[src/rtl/dmem_arb_pkg.sv]
// Shared constants for the data-memory arbiter: bus width defaults,
// wait counter width and FSM state encodings.
package dmem_arb_pkg;

    localparam int unsigned ADDR_W_DEF = 32;
    localparam int unsigned DATA_W_DEF = 32;
    localparam int unsigned WAIT_W     = 4;

    localparam logic [1:0] ST_IDLE = 2'd0;
    localparam logic [1:0] ST_PEND = 2'd1;
    localparam logic [1:0] ST_DONE = 2'd2;

endpackage

[src/rtl/dmem_arbiter.sv]
// Shares the single-port data memory between the CPU memory stage and the
// debug peek reader; CPU wins unless the debug read has waited MAX_WAIT cycles.
module dmem_arbiter
    import dmem_arb_pkg::*;
#(
    parameter int unsigned ADDR_W   = ADDR_W_DEF,
    parameter int unsigned DATA_W   = DATA_W_DEF,
    parameter int unsigned MAX_WAIT = 4
) (
    input  logic              clk,
    input  logic              reset,
    input  logic              cpu_req,
    input  logic              cpu_we,
    input  logic [ADDR_W-1:0] cpu_addr,
    input  logic [DATA_W-1:0] cpu_wdata,
    output logic [DATA_W-1:0] cpu_rdata,
    output logic              cpu_stall,
    input  logic              dbg_req,
    input  logic [ADDR_W-1:0] dbg_addr,
    output logic [DATA_W-1:0] dbg_rdata,
    output logic              dbg_valid,
    output logic              dbg_busy,
    output logic              mem_we,
    output logic [ADDR_W-1:0] mem_addr,
    output logic [DATA_W-1:0] mem_wdata,
    input  logic [DATA_W-1:0] mem_rdata
);

    localparam logic [WAIT_W-1:0] MAX_WAIT_C = WAIT_W'(MAX_WAIT);

    logic [1:0]        r_state;
    logic [1:0]        w_state_nxt;
    logic [WAIT_W-1:0] r_wait_cnt;
    logic [WAIT_W-1:0] w_wait_nxt;
    logic [ADDR_W-1:0] r_dbg_addr;
    logic [DATA_W-1:0] r_dbg_rdata;
    logic              r_dbg_valid;
    logic              r_dbg_busy;
    logic              w_grant_dbg;
    logic              w_cap_addr;
    logic              w_cap_data;

    // Debug owns the memory when the CPU is idle or the wait budget is spent.
    assign w_grant_dbg = (r_state == ST_PEND) &&
                         (!cpu_req || (r_wait_cnt == MAX_WAIT_C));

    // Next-state and capture-enable logic.
    always_comb begin
        w_state_nxt = r_state;
        w_wait_nxt  = r_wait_cnt;
        w_cap_addr  = 1'b0;
        w_cap_data  = 1'b0;
        case (r_state)
            ST_IDLE: begin
                if (dbg_req) begin
                    w_state_nxt = ST_PEND;
                    w_wait_nxt  = '0;
                    w_cap_addr  = 1'b1;
                end
            end
            ST_PEND: begin
                if (w_grant_dbg) begin
                    w_state_nxt = ST_DONE;
                    w_cap_data  = 1'b1;
                end else if (r_wait_cnt < MAX_WAIT_C) begin
                    w_wait_nxt = r_wait_cnt + WAIT_W'(1);
                end
            end
            ST_DONE: begin
                if (!dbg_req) begin
                    w_state_nxt = ST_IDLE;
                end
            end
            default: begin
                w_state_nxt = ST_IDLE;
            end
        endcase
    end

    always_ff @(posedge clk or negedge reset) begin
        if (!reset) begin
            r_state     <= ST_IDLE;
            r_wait_cnt  <= '0;
            r_dbg_addr  <= '0;
            r_dbg_rdata <= '0;
            r_dbg_valid <= 1'b0;
            r_dbg_busy  <= 1'b0;
        end else begin
            r_state     <= w_state_nxt;
            r_wait_cnt  <= w_wait_nxt;
            r_dbg_valid <= (w_state_nxt == ST_DONE);
            r_dbg_busy  <= (w_state_nxt == ST_PEND);
            if (w_cap_addr) begin
                r_dbg_addr <= dbg_addr;
            end
            if (w_cap_data) begin
                r_dbg_rdata <= mem_rdata;
            end
        end
    end

    // Memory mux: a granted debug cycle is read-only and stalls a waiting CPU.
    assign cpu_stall = w_grant_dbg && cpu_req;
    assign mem_addr  = w_grant_dbg ? r_dbg_addr : cpu_addr;
    assign mem_we    = !w_grant_dbg && cpu_req && cpu_we;
    assign mem_wdata = cpu_wdata;
    assign cpu_rdata = mem_rdata;

    assign dbg_rdata = r_dbg_rdata;
    assign dbg_valid = r_dbg_valid;
    assign dbg_busy  = r_dbg_busy;

endmodule
[config.mk]
export PLATFORM = sky130hd
export DESIGN_NAME = dmem_arbiter
export DESIGN_NICKNAME = d
export VERILOG_FILES = /design/src/rtl/dmem_arb_pkg.sv /design/src/rtl/dmem_arbiter.sv
export SDC_FILE = /design/constraint.sdc
export NUM_CORES = 1
export LEC_CHECK = 0
export CAP_MARGIN = 10
export CORE_MARGIN = 5
export CORE_UTILIZATION = 30
export DETAILED_ROUTE_END_ITERATION = 10
export PLACE_DENSITY = 0.74
export SETUP_SLACK_MARGIN = 0.4
export SLEW_MARGIN = 20
export SYNTH_ARGS = -nofsm -noshare
export SYNTH_HDL_FRONTEND = slang
export SYNTH_SLANG_ARGS = --single-unit
export TNS_END_PERCENT = 5
[constraint.sdc]
create_clock -name clk -period 2.3 [get_ports clk]
set_clock_uncertainty 0.2 [all_clocks]
set_input_delay 0.69 -clock clk [delete_from_list [all_inputs] [get_ports clk]]
set_output_delay 0.69 -clock clk [all_outputs]
set_load 0.01 [all_outputs]
# After elaboration in Yosys (flattened, before gate mapping)
# Cells that the tools add are included.
[word_totals]
out_inout_bits = 132
regBits = 72
[op_classes]
reduce_logical = 10
n_mux = 13
add_sub_neg = 1
eq_ne = 8
n_lt_le_gt_ge = 1
[ops]
columns = ["operator", "count"]
rows = [
  ["two-way mux 32 bit", 1],
  ["two-way mux 4 bit", 3],
  ["one-hot mux 4 bit (2 select lines)", 1],
  ["two-way mux 2 bit", 3],
  ["one-hot mux 2 bit (3 select lines)", 1],
  ["adder 4 x 1 -> 4 bit (second input constant)", 1],
  ["== test 2 x 1 -> 1 bit (second input constant)", 2],
  ["== test 2 bit (second input constant)", 2],
  ["== test 4 x 3 -> 1 bit (second input constant)", 1],
  ["logical AND 1 bit", 4],
  ["< comparator 4 x 3 -> 1 bit (second input constant)", 1],
  ["two-way mux 1 bit", 4],
  ["!= test 2 bit (second input constant)", 2],
  ["AND reduction 4 bit", 1],
  ["logical NOT 1 bit", 2],
  ["logical NOT 2 bit", 1],
  ["!= test 2 x 1 -> 1 bit (second input constant)", 1],
  ["nonzero test 2 bit", 1],
  ["logical OR 1 bit", 1],
]

# Logic depth before layout (Yosys ltp)
[depth]
ltp_word = 6
ltp_mapped = 6
depth_no_buf = 5

# Worst setup path before layout
# Ideal clock, no wire load.
[synth_path]
kind = "register to output"
startpoint = "reg r_wait_cnt[1]"
endpoint = "out mem_addr[0]"
path_buffers = 1
stages_incl_launch_ff = 7
arrival_ps = 1558
slack_ps = -148
path_cell_list = "dfrtp_1 -> inv_1 -> ha_1 -> nand3b_4 -> a21oi_4 -> buf_6 -> mux2_2"
[synth_via]
elab_chain_len = 4
[synth_rtl]
columns = ["element", "line_no", "rtl"]
rows = [
  ["from (decl)", "dmem_arbiter.sv:33", "logic [WAIT_W-1:0] r_wait_cnt;"],
  ["from (signal assigned)", "dmem_arbiter.sv:90", "r_wait_cnt <= w_wait_nxt;"],
  ["== test 4 x 3 -> 1 bit", "dmem_arbiter.sv:45", "(!cpu_req || (r_wait_cnt == MAX_WAIT_C));"],
  ["logical OR 1 bit", "dmem_arbiter.sv:45", ""],
  ["logical AND 1 bit", "dmem_arbiter.sv:44", "assign w_grant_dbg = (r_state == ST_PEND) &&"],
  ["two-way mux 32 bit", "dmem_arbiter.sv:104", "assign mem_addr = w_grant_dbg ? r_dbg_addr : cpu_addr;"],
  ["to (decl)", "dmem_arbiter.sv:24", "output logic [ADDR_W-1:0] mem_addr,"],
]
# No other way between the ends.

# Final worst setup path
[layout_path]
startpoint = "reg r_wait_cnt[1]"
endpoint = "out mem_addr[2]"
# Same word-level chain as after synthesis.

==> flow_summary.json <==
{
  "status": "finished, violations left",
  "violations": "negative setup slack",
  "crit_path_end": "mem_addr[2]",
  "tns_ns": -19.73,
  "finalCritPeriodShare": 1.27,
  "multi_input_area_mm2": 0.00145,
  "wl_per_cell_um": 16.5,
  "clock-sinks": 72,
  "start_util": 0.307,
  "ios": 265,
  "worst-setup-path-type": "reg -> out",
  "r2r-start": "r_wait_cnt[1]$_DFFE_PN0P_",
  "synthesis.nets": 474,
  "hpwl_mm": 8.24,
  "hold-worst-slack_ns": 0.102,
  "netlist.area_leader.share": 0.488,
  "nFillCells": 1088,
  "insertion_delay_ns": 0.32,
  "antenna_found_initial": 0,
  "seq_area_mm2": 0.00180,
  "vias_per_cell": 4.48,
  "cts_tree": "built",
  "postRouteAntennaNets": 0,
  "grt_pass1_vias": 3225,
  "syn-cell-area_mm2": 0.00369,
  "vias": 2986,
  "peakVddDrop_mv": 0.331,
  "power.total_mw": 6.71,
  "syn_area_per_cell_um2": 10.9,
  "grt_pass1_wl_mm": 16.5,
  "setup_slack_ns": -0.630,
  "dp_slack_ns": -1.10,
  "max_slew_margin": 0.707,
  "die_area_mm2": 0.0146,
  "cp-start-kind": "flop",
  "p_leak_nw": 2.93,
  "yosysTopAreaCell": "dfrtp_1",
  "worstPathRequired_ns": 1.41,
  "synthCells": 339,
  "clk_pin_slew_ns": 0.06,
  "synth_common_cells": "98 x nand2_1, 72 x dfrtp_1, 64 x buf_4, 60 x mux2_2, 7 x buf_6",
  "finalHoldViolCount": 0,
  "overflow": 0,
  "p_per_area_mw_per_mm2": 1110,
  "wirelength_mm": 11.0,
  "finalSetupViolCount": 34,
  "die_y_um": 121,
  "yosysWarnings": 0,
  "r2r.worst_path.cells": 10,
  "r2r_end": "dbg_rdata[7]$_DFFE_PN0P_",
  "fmaxAchievable_mhz": 341,
  "drc": 0,
  "root_buffer": "clkbuf_16",
  "area_growth_pct": 63.1,
  "fin_nets": 650,
  "min_period_ns": 2.93,
  "postLayoutCoreUtil": 0.501,
  "synth.yosys.seq_area_share": 0.488,
  "report.final.slew_viol_count": 0,
  "grt_max_degree": 42,
  "io_buffers": 200,
  "firstDrtPassIters": 4,
  "cap_viol_max_count": 0,
  "min_path_type": "in -> async",
  "crit_start": "r_wait_cnt[1]$_DFFE_PN0P_",
  "cts_inserted_buffers": 9,
  "crit_fanout": 5,
  "n_antenna_cell": 0,
  "num_rows": 40,
  "synth_top_cells_by_area": "dfrtp_1 49%, mux2_2 18%, buf_4 13%",
  "synth_flop_cell": "dfrtp_1",
  "gp_congestion": 0.720,
  "r2r_setup_slack_ns": 0.08,
  "clock_path_buffers": 2,
  "post-synth-top-count-cell": "nand2_1",
  "rsz0062_at_grt": "true",
  "worstMarginPinSlew_ns": 0.439,
  "async_flop_share": 1.00,
  "htreeDepth": 3,
  "cp_data_arrival_time_ns": 2.04,
  "postSynthRegisterBits": 72,
  "coreArea_mm2": 0.0120,
  "end_kind": "primary output",
  "synthDistinctLibCells": 26,
  "die_w_um": 121,
  "grt.total_usage": 0.143,
  "drive_gt1_frac": 0.430,
  "synth_edf_count": 0,
  "drtIter0Drc": 126
}
-- routing by layer --
metal  share of wire  vias to the layer above  GRT usage
li1                -                     1397          -
met1            0.38                     1441      0.161
met2            0.53                      122      0.259
met3           0.068                       26     0.0331
met4           0.016                        0     0.0559
met5               0                        -          0
-- what timing repair did --
| item | 4_1_cts | 5_1_grt |
|---|---|---|
| pin swaps | 2 | 2 |
| setup buffers | 6 | 4 |
| endpoints found under the setup margin | 165 | 101 |
| gates resized for setup | 433 | 73 |
| hold buffers | 0 | 0 |
| gates cloned | 2 | 2 |
-- placed cells by master, fill, tap and decap left out, types with 2 or more instances in the layout --
cell,netlist,final
nand2_1,98,98
clkdlybuf4s50_1,0,65
dfrtp_1,72,72
clkdlybuf4s15_2,0,4
buf_4,64,25
mux2_2,60,24
nand2b_1,2,2
buf_6,7,57
mux2_4,0,36
dlygate4sd2_1,0,18
mux2_1,4,4
clkbuf_1,3,2
buf_2,4,33
buf_16,0,2
o21ai_0,2,2
o21bai_1,2,2
and2_1,2,2
clkinv_2,0,3
buf_8,0,3
clkbuf_16,0,11
clkdlybuf4s15_1,0,18
buf_12,0,4
clkbuf_2,0,12
nand3_1,2,2
inv_2,0,2
a21oi_1,2,2
-- worst min path at each step --
stage,end,from,slack [ns],depth (start not counted)
after floorplan,dbg_busy$_DFF_PN0_,reset,0.19,0
after global placement,r_dbg_addr[24]$_DFFE_PN0P_,r_dbg_addr[24]$_DFFE_PN0P_,0.26,2
after detailed placement,r_dbg_addr[1]$_DFFE_PN0P_,r_dbg_addr[1]$_DFFE_PN0P_,0.27,2
after CTS,dbg_rdata[22]$_DFFE_PN0P_,reset,0.11,1
after global routing,dbg_rdata[22]$_DFFE_PN0P_,reset,0.13,1
final,dbg_rdata[22]$_DFFE_PN0P_,reset,0.10,1
-- power breakdown --
group | switching, mW | leakage (nW) | total, mW | internal, mW
registers | 0.328 | 0.873 | 2.21 | 1.88
logic | 1.39 | 1.94 | 3.29 | 1.90
clock network | 0.494 | 0.125 | 1.21 | 0.718
total | 2.21 | 2.93 | 6.71 | 4.50
-- cell type report --
cell class                 count  share of cell area
clock inverter                 4             0.00374
tap                          147              0.0306
clock buffer                  11              0.0387
multi-input combinational    186               0.241
sequential                    72               0.299
inverter                       3             0.00187
timing repair buffer         243               0.385
-- flip-flops by register name, indices dropped and copies added, names as in the netlist --
signal and flops:
r_dbg_addr 32, r_state 2, dbg_rdata 32, dbg_valid 1
dbg_busy 1, r_wait_cnt 4
-- worst max-delay path, stage by stage, from the launching register on --
cell       delay [ns]
dfrtp_1          0.40
inv_2            0.08
ha_4             0.13
nand3b_4         0.09
a21oi_4          0.19
buf_6            0.12
buf_6            0.12
clkbuf_16        0.15
mux2_4           0.30
buf_6            0.12
-- cells by family after synthesis --
group                      after synthesis  share of synthesized area
AOI/OAI and AO/OA                        9                     0.0190
DFF                                     72                      0.488
and+or+nand+nor                        111                      0.127
adders and majority gates                2                    0.00678
buffers and inverters                   81                      0.163
muxes                                   64                      0.195
-- per-stage QoR --
step | instance area (um^2) | instances
4_1_cts | 5960 | 660
5_1_grt | 6020 | 666
6_report | 6020 | 666
3_3_place_gp | 5670 | 637
2_1_floorplan | 3800 | 339
3_5_place_dp | 5670 | 637
No activity file was read; power rests on OpenSTA's default activity.
